<file path="src/rtl/mac_datapath.sv">
// mac_datapath: operand memories, element counter and multiply-accumulate
// pipeline for the MAC controller. The FSM supplies the load strobes and
// count_enable; this block returns cmp once every element has been fetched.
//
// Optional build macro:
//   MAC_SIGNED_EN - operands are two's complement, the product is signed and
//                   is sign-extended into the accumulator. Without it, all
//                   arithmetic is unsigned and zero-extended.
module mac_datapath #(
    parameter int DATA_W = 8,
    parameter int N      = 8,
    parameter int ADDR_W = 3,
    parameter int ACC_W  = 2*DATA_W + ADDR_W
) (
    input  logic              clk,
    input  logic              rst,
    input  logic              go,
    input  logic              wr_en,
    input  logic              wr_sel,
    input  logic [ADDR_W-1:0] wr_addr,
    input  logic [DATA_W-1:0] wr_data,
    input  logic              load_a,
    input  logic              load_b,
    input  logic              load_m,
    input  logic              load_acc,
    input  logic              load_out,
    input  logic              count_enable,
    output logic              cmp,
    output logic [ACC_W-1:0]  result,
    output logic              result_valid
);

    localparam int              PROD_W  = 2*DATA_W;
    localparam int              DEPTH   = 1 << ADDR_W;
    localparam logic [ADDR_W:0] CNT_N   = (ADDR_W+1)'(N);
    localparam logic [ADDR_W:0] CNT_ONE = (ADDR_W+1)'(1);

    // Operand storage; contents are never reset.
    logic [DATA_W-1:0] mem_a [0:DEPTH-1];
    logic [DATA_W-1:0] mem_b [0:DEPTH-1];

    logic [DATA_W-1:0] a_q, a_d;
    logic [DATA_W-1:0] b_q, b_d;
    logic [PROD_W-1:0] m_q, m_d;
    logic [ACC_W-1:0]  acc_q, acc_d;
    logic [ACC_W-1:0]  result_q, result_d;
    logic              valid_q, valid_d;
    logic [ADDR_W:0]   cnt_q, cnt_d;

    // A fetch at cnt==N simply uses the low address bits; no error is flagged.
    logic [ADDR_W-1:0] rd_addr;
    assign rd_addr = cnt_q[ADDR_W-1:0];

    // Operands widened to product width, and product widened to acc width.
    logic [PROD_W-1:0] a_ext, b_ext, prod;
    logic [ACC_W-1:0]  m_ext;

`ifdef MAC_SIGNED_EN
    assign a_ext = {{DATA_W{a_q[DATA_W-1]}}, a_q};
    assign b_ext = {{DATA_W{b_q[DATA_W-1]}}, b_q};
    assign m_ext = {{(ACC_W-PROD_W){m_q[PROD_W-1]}}, m_q};
`else
    assign a_ext = {{DATA_W{1'b0}}, a_q};
    assign b_ext = {{DATA_W{1'b0}}, b_q};
    assign m_ext = {{(ACC_W-PROD_W){1'b0}}, m_q};
`endif

    // Low PROD_W bits of the widened product are exact in both modes.
    assign prod = a_ext * b_ext;

    // Host write port; nonblocking writes give read-before-write on collision.
    always_ff @(posedge clk) begin
        if (wr_en && !wr_sel) begin
            mem_a[wr_addr] <= wr_data;
        end
        if (wr_en && wr_sel) begin
            mem_b[wr_addr] <= wr_data;
        end
    end

    // Next-state for every pipeline register; go overrides counting and accumulating.
    always_comb begin
        a_d      = a_q;
        b_d      = b_q;
        m_d      = m_q;
        acc_d    = acc_q;
        result_d = result_q;
        valid_d  = valid_q;
        cnt_d    = cnt_q;

        if (load_a) begin
            a_d = mem_a[rd_addr];
        end
        if (load_b) begin
            b_d = mem_b[rd_addr];
        end
        if (load_m) begin
            m_d = prod;
        end
        // Captures the pre-add accumulator when load_acc fires in the same cycle.
        if (load_out) begin
            result_d = acc_q;
            valid_d  = 1'b1;
        end

        if (go) begin
            acc_d   = '0;
            cnt_d   = '0;
            valid_d = 1'b0;
        end else begin
            if (load_acc) begin
                acc_d = acc_q + m_ext;
            end
            if (count_enable && (cnt_q != CNT_N)) begin
                cnt_d = cnt_q + CNT_ONE;
            end
        end
    end

    // State registers with asynchronous clear.
    always_ff @(posedge clk or posedge rst) begin
        if (rst) begin
            a_q      <= '0;
            b_q      <= '0;
            m_q      <= '0;
            acc_q    <= '0;
            result_q <= '0;
            valid_q  <= 1'b0;
            cnt_q    <= '0;
        end else begin
            a_q      <= a_d;
            b_q      <= b_d;
            m_q      <= m_d;
            acc_q    <= acc_d;
            result_q <= result_d;
            valid_q  <= valid_d;
            cnt_q    <= cnt_d;
        end
    end

    assign cmp          = (cnt_q == CNT_N);
    assign result       = result_q;
    assign result_valid = valid_q;

endmodule
</file>
<file path="config.mk">
export PLATFORM = sky130hd
export DESIGN_NAME = mac_datapath
export DESIGN_NICKNAME = d
export VERILOG_FILES = /design/src/rtl/mac_datapath.sv
export SDC_FILE = /design/constraint.sdc
export NUM_CORES = 1
export LEC_CHECK = 0
export CELL_PAD_IN_SITES_DETAIL_PLACEMENT = 1
export CELL_PAD_IN_SITES_GLOBAL_PLACEMENT = 1
export CORE_MARGIN = 8
export CORE_UTILIZATION = 55
export DETAILED_ROUTE_END_ITERATION = 6
export PLACE_DENSITY = 0.86
export SKIP_LAST_GASP = 1
export SLEW_MARGIN = 20
export SYNTH_ARGS = -nofsm -noshare
export SYNTH_HDL_FRONTEND = slang
export SYNTH_SLANG_ARGS = --single-unit
export TNS_END_PERCENT = 30
</file>
<file path="constraint.sdc">
create_clock -name clk -period 12.25 [get_ports clk]
set_input_delay 2.45 -clock clk [delete_from_list [all_inputs] [get_ports clk]]
set_output_delay 2.45 -clock clk [all_outputs]
set_load 0.01 [all_outputs]
</file>
== Yosys cells after proc, flatten, opt, wreduce, memory -nomap -nowiden ==
Memory sizes are Yosys's and may differ from the RTL's. A register that Yosys moved wholly into a read port is not among the register bits.
Index checks and enable logic that the tools add are counted.

* Memories kept: 2
* Bits in registers: 59
* Memory bits (writable): 128

{| class="wikitable"
|+ Memory list
! memory !! depth !! width !! read ports !! clocked after memory_dff !! write ports !! line !! source
|-
| mem_a || 8 || 8 || 1 || 1 || 1 || 39 || <nowiki>logic [DATA_W-1:0] mem_a [0:DEPTH-1];</nowiki>
|-
| mem_b || 8 || 8 || 1 || 1 || 1 || 40 || <nowiki>logic [DATA_W-1:0] mem_b [0:DEPTH-1];</nowiki>
|}

* Reduce and logical (&&, ||, !) cells: 7
* Add/subtract/negate cells: 2
* Multiply operators: 1
* Mux-type cells: 10
* Eq/ne operators: 2

{| class="wikitable"
|+ Operators with widths
! operator !! number
|-
| two-way mux 19 bit || 2
|-
| adder 19 x 16 -> 19 bit || 1
|-
| multiplier 8 x 8 -> 16 bit || 1
|-
| two-way mux 4 bit || 2
|-
| two-way mux 1 bit || 6
|-
| nonzero test 2 bit || 3
|-
| adder 4 x 1 -> 4 bit, second input constant || 1
|-
| equality test 4 bit, second input constant || 1
|-
| inequality test 4 bit, second input constant || 1
|-
| logical AND 1 bit || 3
|-
| logical NOT 1 bit || 1
|}

== Depth between registers and ports, before layout ==
Gate-level depths: netlist (run 1).

* Depth in word-level cells: 4
* Mapped depth: 16
* Depth with buffers taken out: 16

== Worst setup path before layout (run 1) ==
Ideal clock, no wire load.

* Path type: flip-flop to flip-flop
* Start: reg a_q[2], read port of mem_a
* End: reg m_q[12]
* Data arrival time: 4.199 ns
* Slack: 7.926 ns
* Library setup time: 0.125 ns
* Required time: 12.125 ns
* Cell stages (with the launch flop): 14
* Buffers on the path: 0
* Path through: dfrtp_1 > and2_1 > fa_1 > fa_1 > fa_1 > inv_1 > fa_1 > inv_1 > ha_1 > or3_1 > o32a_1 > a31oi_1 > xnor2_1 > mux2_2

* Cells in the longest elaborated chain, start to end: 1

{| class="wikitable"
|+ RTL lines
! element !! line !! source
|-
| start, declared || 42 || <nowiki>logic [DATA_W-1:0] a_q, a_d;</nowiki>
|-
| multiplier 8 x 8 -> 16 bit || 69 || <nowiki>assign prod = a_ext * b_ext;</nowiki>
|-
| end signal, assigned || 133 || <nowiki>m_q <= m_d;</nowiki>
|-
| end, declared || 44 || <nowiki>logic [PROD_W-1:0] m_q, m_d;</nowiki>
|}

Every way passes these cells.
A chain may end at the register's enable or synchronous reset.

== Worst setup path in the final report (run 1) ==
* Start: reg cnt_q[0]
* End: out cmp

* Cells in the longest elaborated chain, start to end: 1

{| class="wikitable"
|+ RTL lines
! element !! line !! source
|-
| start, declared || 48 || <nowiki>logic [ADDR_W:0] cnt_q, cnt_d;</nowiki>
|-
| start signal, assigned || 137 || <nowiki>cnt_q <= cnt_d;</nowiki>
|-
| equality test 4 bit || 141 || <nowiki>assign cmp = (cnt_q == CNT_N);</nowiki>
|-
| end, declared || 28 || <nowiki>output logic cmp,</nowiki>
|}

Every way passes these cells.

==> Implementation_results.wiki, run 1 <==
{| class="wikitable"
! Metric !! Value
|-
| Final critical-path share of the clock period || 0.405
|-
| Part of the total power dissipated in combinational logic || 0.491
|-
| Synthesized net count || 885
|-
| Vias per std cell || 6.07
|-
| Total Die Area || 23,900 sq um
|-
| Met2 layer usage reported by global route || 0.412
|-
| Number of routed nets with antenna violations || 0
|-
| VDD IR max || 0.156 mV
|-
| Synth-to-Final Area Change || 13.7%
|-
| # rows || 50
|-
| Quantity of I/O buffers inserted on ports || 42
|-
| Primary flip-flop cell chosen by synthesis mapping || sky130_fd_sc_hd__edfxtp_1
|-
| Final setup violation count || 0
|-
| Outcome || finished, final reports clean
|-
| Count of final hold-check violations || 0
|-
| Number of I/O pins || 43
|-
| Clock-pin slew on the worst setup and hold paths || 0.06 ns
|-
| Number of buffers created by CTS || 22
|-
| Mean instance size in the synthesized netlist || 13.7 sq um
|-
| Number of global-route vias before repair || 7,226
|-
| Cell total after placement || 1,029
|-
| Internal power summed over all cells || 2.01 mW
|-
| Cell at the slowest stage of the critical path || sky130_fd_sc_hd__dfrtp_4
|-
| TritonCTS clock tree || built
|-
| Critical Setup Path Class || register to output pin
|-
| Hold buffer count at CTS || 0
|-
| Number of distinct library cells after synthesis || 49
|-
| Number of non-filler instances in the completed layout || 1,069
|-
| Overflow after GRT || 0
|-
| Detailed-route wire length per cell || 24.2 um
|-
| Met1 GRT Util || 0.247
|-
| Startpoint type of the worst setup path || register
|-
| Clk pwr share || 0.225
|-
| Setup repair bufs after CTS || 0
|-
| Most frequent cells after synthesis || 128 x sky130_fd_sc_hd__edfxtp_1, 75 x sky130_fd_sc_hd__dfrtp_1, 63 x sky130_fd_sc_hd__nor2_1, 54 x sky130_fd_sc_hd__ha_1, 54 x sky130_fd_sc_hd__inv_1
|-
| Slew HR || 0.277
|-
| Number of H-tree levels || 1
|-
| Smallest setup slack after layout || 7.29 ns
|-
| Cells along the critical path || inv_1 -> ha_1 -> nand2_1 -> nor2_1 -> clkdlybuf4s50_1
|-
| Main area contributors after synthesis || sky130_fd_sc_hd__edfxtp_1 36%, sky130_fd_sc_hd__dfrtp_1 18%, sky130_fd_sc_hd__fa_1 7.0%
|-
| Antenna fix cells || 0
|-
| Hold Path Class || register to register
|-
| Root Buffer || sky130_fd_sc_hd__clkbuf_16
|-
| Number of warning messages in the yosys log || 0
|-
| Die Width || 154 um
|-
| GRT Util Overall || 0.220
|-
| DRT iter0 DRCs || 326
|-
| Vertical die dimension || 154 um
|-
| Met3 track demand over resource || 0.0346
|-
| Unrepaired setup endpoints after global routing || false
|-
| Share of the yosys chip area belonging to registers || 0.542
|-
| Max cap viols || 0
|-
| Fraction of power consumed by sequential logic || 0.283
|-
| Data arrival time of the worst path || 2.51 ns
|-
| Final hold slack || 0.504 ns
|-
| Sw Ratio || 0.370
|-
| Detailed Routing Iterations Pass 1 || 4
|-
| Post-cts repair resize count || 0
|-
| Worst Reg-to-Reg Cells || 13
|-
| Peak per-stage delay on the critical path || 0.87 ns
|-
| Post-synthesis register bit count || 203
|-
| Leading cell type by number of instances after synthesis || sky130_fd_sc_hd__edfxtp_1
|-
| Number of flops mapped to enable cells by yosys || 128
|-
| Crit path time final || 4.96 ns
|-
| DRC errors left || 0
|-
| Switching power summed over all nets || 1.18 mW
|-
| Ratio of cells with drive above 1 in the final layout || 0.126
|-
| Number of instances in the synthesized netlist || 772
|-
| Library cell with the largest summed area after synthesis || sky130_fd_sc_hd__edfxtp_1
|-
| Static power due to leakage || 4.72 nW
|-
| Required time of the worst setup path || 9.80 ns
|-
| Placement Setup Slack || 7.47 ns
|-
| Global-route wire length before repair || 40,700 um
|-
| Source-to-sink clock delay at the later pin of the worst-skew pair || 0.51 ns
|-
| Top cell type's share of synthesized area || 0.364
|-
| Final HPWL from detailed placement || 17,100 um
|-
| Max-slew violation count || 0
|-
| RD Place Congestion || 0.855
|-
| Setup Skew || 0.0133 ns
|-
| Layout Utilization || 0.639
|-
| Buffers from clock root to sink, at most || 3
|-
| Transition at the pin with the smallest max-transition slack || 1.09 ns
|-
| Maximum number of pins on one net before global-route repair || 76
|-
| Gr busiest metal || met2
|-
| Total number of vias || 6,493
|-
| Antenna violations before repair || 0
|-
| Starting density of the core || 0.562
|-
| Num Clock Sinks || 203
|-
| Max Clk Rate || 202 MHz
|-
| Instance count along the most critical hold path || 1
|-
| Post-synth design cell area || 10,500 sq um
|-
| Share of flip-flops with an asynchronous set or reset after synthesis || 0.369
|-
| Nature of the critical path endpoint || output pin
|-
| Final Net Count || 932
|-
| Core region area || 18,800 sq um
|-
| Routed wire length || 25,800 um
|-
| Worst-path fanout max || 35
|-
| Power density over the cells || 266 nW/um^2
|-
| Total negative slack || 0 ns
|}
==> stage by stage <==
stage          power (mW)  cell area (sq um)
2_1_floorplan        2.07              10500
3_3_place_gp         2.38              11200
3_5_place_dp         2.47              11200
4_1_cts              3.22              12000
5_1_grt              3.43              12000
6_report             3.19              12000
==> worst max-delay path: cells and delay by family (launching register included) <==
family	cells	cell delay, ns
simple gates	2	0.15
buf+inv	2	0.73
flops	1	0.87
fa+ha+maj	1	0.24
==> registers in the layout (all words and copies together) (netlist names) <==
name,flops
cnt_q,4
a_q,8
result,19
m_q,16
mem_a,64
result_valid,1
mem_b,64
acc_q,19
b_q,8
==> cell families (layout without fill, tap and decap cells) <==
| logic type | after synthesis | after routing | share of synthesized area |
|---|---|---|---|
| adders and majority gates | 91 | 91 | 0.134 |
| buffers and inverters | 77 | 140 | 0.0280 |
| xor gates and xnor gates | 23 | 23 | 0.0191 |
| and+or+nand+nor | 183 | 183 | 0.0867 |
| muxes | 84 | 84 | 0.121 |
| AOI/OAI and AO/OA | 111 | 111 | 0.0683 |
| DFF | 203 | 203 | 0.542 |
==> power groups by stage <==
stage | sequential, mW | clock (mW) | combinational, mW
floorplan | 0.889 | 0 | 1.18
global placement | 0.910 | 0 | 1.47
detailed placement | 0.915 | 0 | 1.56
CTS | 0.905 | 0.730 | 1.59
global route | 0.916 | 0.752 | 1.76
finish | 0.904 | 0.720 | 1.57
==> cell type report <==
cell class / count / area, sq um
sequential: 203 / 5720
clock inverter: 10 / 158
clock buffer: 30 / 633
fill: 1731 / 6770
tap: 234 / 293
inverter: 54 / 203
multi-input combinational: 492 / 4540
timing repair buffer: 46 / 450
==> routing by layer <==
layer,wire [um],vias up
met5,0,-
met4,791,0
met3,1160,53
met2,14100,180
met1,9810,3365
li1,-,2895
==> cells in the final DEF, fill, tap and decap left out, types with 8 or more instances in the layout <==
master / instances
sky130_fd_sc_hd__a21o_1: 8
sky130_fd_sc_hd__a21oi_1: 39
sky130_fd_sc_hd__and2_1: 51
sky130_fd_sc_hd__clkbuf_16: 24
sky130_fd_sc_hd__clkdlybuf4s50_1: 42
sky130_fd_sc_hd__dfrtp_1: 74
sky130_fd_sc_hd__edfxtp_1: 128
sky130_fd_sc_hd__fa_1: 37
sky130_fd_sc_hd__ha_1: 54
sky130_fd_sc_hd__inv_1: 53
sky130_fd_sc_hd__mux2_2: 30
sky130_fd_sc_hd__mux2i_1: 22
sky130_fd_sc_hd__mux4_2: 32
sky130_fd_sc_hd__nand2_1: 26
sky130_fd_sc_hd__nor2_1: 63
sky130_fd_sc_hd__o21a_1: 12
sky130_fd_sc_hd__o21ai_0: 15
sky130_fd_sc_hd__xnor2_1: 15
sky130_fd_sc_hd__xor2_1: 8
==> path summary, 6_finish.rpt <==
path,endpoint,slack (ns),startpoint
setup reg to reg,m_q[12],7.59,a_q[2]
hold / removal,result[16],0.50,result[16]
min in group asynchronous,acc_q[0],2.61,rst
max in group asynchronous,cnt_q[0],8.93,rst
setup / recovery,cmp,7.29,cnt_q[0]
hold reg to reg,result[16],0.50,result[16]
No activity file was read; power rests on OpenSTA's default activity.
==> run 2: changes to the inputs <==
CORE_UTILIZATION = 46   (was 55)
PLACE_DENSITY = 0.77   (was 0.86)
clock period = 4.2 ns   (was 12.25 ns; I/O delays follow)
==> run 2 against run 1 <==
  * The flow now finishes with violations (setup timing)
  * Combinational power rose to 3.3 times the previous value
  * Clock-buffer cell count is 2 lower
  * Final area up 3.3%
  * Hold slack got worse by 0.010 ns
  * First-iteration DRC count is 16% lower
  * Cell count is 8.9% higher
  * Global-route usage down 4.9 points
  * Register-to-register slack got worse by 7.7 ns
  * Flip-flop and latch count stayed put
  * Critical path type is now register to register
  * Highest routed layer unchanged
==> Implementation_results.wiki, run 2 (same netlist as run 1, synthesis figures left out) <==
{| class="wikitable"
! Metric !! Value
|-
| Total number of vias || 6,429 (-0.99%)
|-
| Count of final hold-check violations || 0 (unchanged)
|-
| Clock-pin slew on the worst setup and hold paths || 0.06 ns (about the same)
|-
| Total Die Area || 28,000 sq um (+17%)
|-
| Root Buffer || sky130_fd_sc_hd__clkbuf_16
|-
| Crit path time final || 4.26 ns
|-
| Clk pwr share || 0.195 (-0.030)
|-
| Switching power summed over all nets || 3.56 mW (+200%)
|-
| Gr busiest metal || met2
|-
| DRC errors left || 0 (unchanged)
|-
| Nature of the critical path endpoint || register
|-
| Buffers from clock root to sink, at most || 3 (unchanged)
|-
| Total negative slack || -0.139 ns (-0.139 ns)
|-
| Slew HR || 0.355 (+0.0784)
|-
| Number of H-tree levels || 1 (unchanged)
|-
| Number of global-route vias before repair || 7,426 (+2.8%)
|-
| Global-route wire length before repair || 38,900 um (-4.5%)
|-
| Final critical-path share of the clock period || 1.01
|-
| Ratio of cells with drive above 1 in the final layout || 0.201 (+0.0756)
|-
| Hold buffer count at CTS || 0 (unchanged)
|-
| Max Clk Rate || 235 MHz
|-
| Outcome || finished, violations left
|-
| Worst Reg-to-Reg Cells || 16 (+3)
|-
| Violated checks || setup timing
|-
| Fraction of power consumed by sequential logic || 0.267 (-0.016)
|-
| Power density over the cells || 784 nW/um^2 (+190%)
|-
| Met3 track demand over resource || 0.0266 (-0.00798)
|-
| RD Place Congestion || 0.848 (-0.85%)
|-
| Number of I/O pins || 43 (unchanged)
|-
| Slack of the worst reg-to-reg path || -0.06 ns (-7.65 ns)
|-
| Hold Path Class || register to register
|-
| Launching point of the worst reg2reg path || b_q[3]
|-
| Final HPWL from detailed placement || 17,400 um (+1.7%)
|-
| Critical Setup Path Class || register to register
|-
| Met1 GRT Util || 0.191 (-0.0569)
|-
| TritonCTS clock tree || built
|-
| Vertical die dimension || 167 um (+8.4%)
|-
| Met2 layer usage reported by global route || 0.327 (-0.0858)
|-
| Routed wire length || 23,700 um (-8.3%)
|-
| Placement Setup Slack || -0.191 ns (-7.66 ns)
|-
| Die Width || 167 um (+8.4%)
|-
| Setup Skew || 0.00867 ns (-0.00462 ns)
|-
| Internal power summed over all cells || 6.15 mW (+210%)
|-
| Vias per std cell || 5.52 (-9.1%)
|-
| Smallest setup slack after layout || -0.0628 ns (-7.35 ns)
|-
| Source-to-sink clock delay at the later pin of the worst-skew pair || 0.52 ns (about the same)
|-
| Unrepaired setup endpoints after global routing || true
|-
| Final hold slack || 0.494 ns (-0.0101 ns)
|-
| Core region area || 22,600 sq um (+20%)
|-
| Detailed-route wire length per cell || 20.4 um (-16%)
|-
| GRT Util Overall || 0.171 (-0.0486)
|-
| Top library cells by usage in the layout, fill and taps aside || 128 x sky130_fd_sc_hd__edfxtp_1, 66 x sky130_fd_sc_hd__dfrtp_1, 63 x sky130_fd_sc_hd__nor2_1, 50 x sky130_fd_sc_hd__inv_1, 50 x sky130_fd_sc_hd__ha_1
|-
| Sw Ratio || 0.367 (-0.00275)
|-
| DRT iter0 DRCs || 273 (-16%)
|-
| Largest registers || mem_a x64, mem_b x64
|-
| Destination of the worst hold path || result_valid
|-
| Launch point of the worst hold path || result_valid
|-
| Synth-to-Final Area Change || 17.5%
|-
| # rows || 55 (+10%)
|-
| Static power due to leakage || 4.91 nW (+4.0%)
|-
| Starting density of the core || 0.467 (-0.0947)
|-
| Data arrival time of the worst path || 4.66 ns (+2.15 ns)
|-
| Max-slew violation count || 0 (unchanged)
|-
| Final Net Count || 975 (+4.6%)
|-
| Part of the total power dissipated in combinational logic || 0.538 (+0.047)
|-
| Final setup violation count || 5 (+5)
|-
| Antenna violations before repair || 0 (unchanged)
|-
| VDD IR max || 0.512 mV (+230%)
|-
| Most frequent standard cell in the layout excluding fill and tap cells || sky130_fd_sc_hd__edfxtp_1
|-
| Number of routed nets with antenna violations || 0 (unchanged)
|-
| Destination of the worst register-to-register timing path || m_q[12]
|-
| Worst-path fanout max || 7 (-80%)
|-
| Num Clock Sinks || 203 (unchanged)
|-
| Required time of the worst setup path || 4.60 ns (-5.20 ns)
|-
| Max cap viols || 0 (unchanged)
|-
| Instance count along the most critical hold path || 2 (+1)
|-
| Startpoint type of the worst setup path || register
|-
| Detailed Routing Iterations Pass 1 || 4 (unchanged)
|-
| Antenna fix cells || 0 (unchanged)
|-
| Transition at the pin with the smallest max-transition slack || 0.965 ns (-0.121 ns)
|-
| Overflow after GRT || 0 (unchanged)
|-
| Number of buffers created by CTS || 23 (+4.5%)
|-
| Maximum number of pins on one net before global-route repair || 52 (-32%)
|-
| Quantity of I/O buffers inserted on ports || 42 (unchanged)
|}
==> run 2: cell types whose count changed in the layout (fill, tap and decap cells not counted), sizes merged <==
cell / previous run / this run
buf: 4 / 46
clkinv: 4 / 12
bufinv: 4 / 1
clkbuf: 30 / 28
inv: 55 / 54
==> run 2: through the flow <==
| step | cells | area [sq um] | power [mW] | util |
|---|---|---|---|---|
| global placement | 1118 | 11600 | 7.44 | 0.513 |
| floorplan | 772 | 10600 | 6.10 | - |
| CTS | 1163 | 12400 | 9.73 | 0.547 |
| finish | 1164 | 12400 | 9.71 | 0.549 |
| detailed placement | 1118 | 11600 | 7.69 | 0.513 |
| global route | 1164 | 12400 | 10.5 | 0.549 |
==> run 2: repair_timing <==
item                                   4_1_cts  5_1_grt
setup endpoints to repair                    8        8
endpoints found under the hold margin        0        0
setup buffers                                3        1
pin swaps                                   19        3
gates resized for setup                     23        6
==> run 2: worst max-delay path by stage <==
stage / startpoint / to / slack (ns) / cells after the start
floorplan: a_q[3] / m_q[12] / 0.003 / 13
global placement: a_q[1] / m_q[12] / -0.07 / 14
detailed placement: a_q[1] / m_q[14] / -0.19 / 14
CTS: a_q[3] / m_q[12] / -0.09 / 14
global route: b_q[3] / m_q[11] / -0.21 / 15
finish: b_q[3] / m_q[12] / -0.06 / 16
==> run 2: power groups by stage <==
stage,logic [mW],registers [mW],clock network [mW]
after floorplan,3.51,2.59,0
after global placement,4.82,2.61,0
after detailed placement,5.06,2.63,0
after CTS,5.20,2.60,1.93
after global routing,5.87,2.63,2.01
final,5.22,2.59,1.89
==> run 2: area by class of cell <==
type,instances,area (sq um)
Multi-Input combinational cell,492,4610
Fill cell,2201,10200
Clock buffer,28,614
Sequential cell,203,5730
Tap cell,285,357
Timing Repair Buffer,88,769
Clock inverter,14,104
Inverter,54,204
==> run 2: metal layers <==
layer  vias to the layer above  wire length, um  share of wire
met4                         0              723          0.031
li1                       2976                -              -
met5                         -                0              0
met2                       113            12700           0.54
met3                        50              834          0.035
met1                      3290             9400           0.40
==> run 2: critical path: stages (launching register included) <==
cell	delay, ns
sky130_fd_sc_hd__dfrtp_2	0.45
sky130_fd_sc_hd__buf_4	0.15
sky130_fd_sc_hd__and2_1	0.15
sky130_fd_sc_hd__fa_1	0.43
sky130_fd_sc_hd__fa_1	0.52
sky130_fd_sc_hd__ha_1	0.30
sky130_fd_sc_hd__inv_1	0.05
sky130_fd_sc_hd__fa_1	0.53
sky130_fd_sc_hd__inv_1	0.05
sky130_fd_sc_hd__ha_1	0.23
sky130_fd_sc_hd__buf_4	0.15
sky130_fd_sc_hd__o21ai_1	0.15
sky130_fd_sc_hd__nor2_1	0.08
sky130_fd_sc_hd__o32a_1	0.38
sky130_fd_sc_hd__a31oi_1	0.18
sky130_fd_sc_hd__xnor2_1	0.08
sky130_fd_sc_hd__mux2_4	0.25
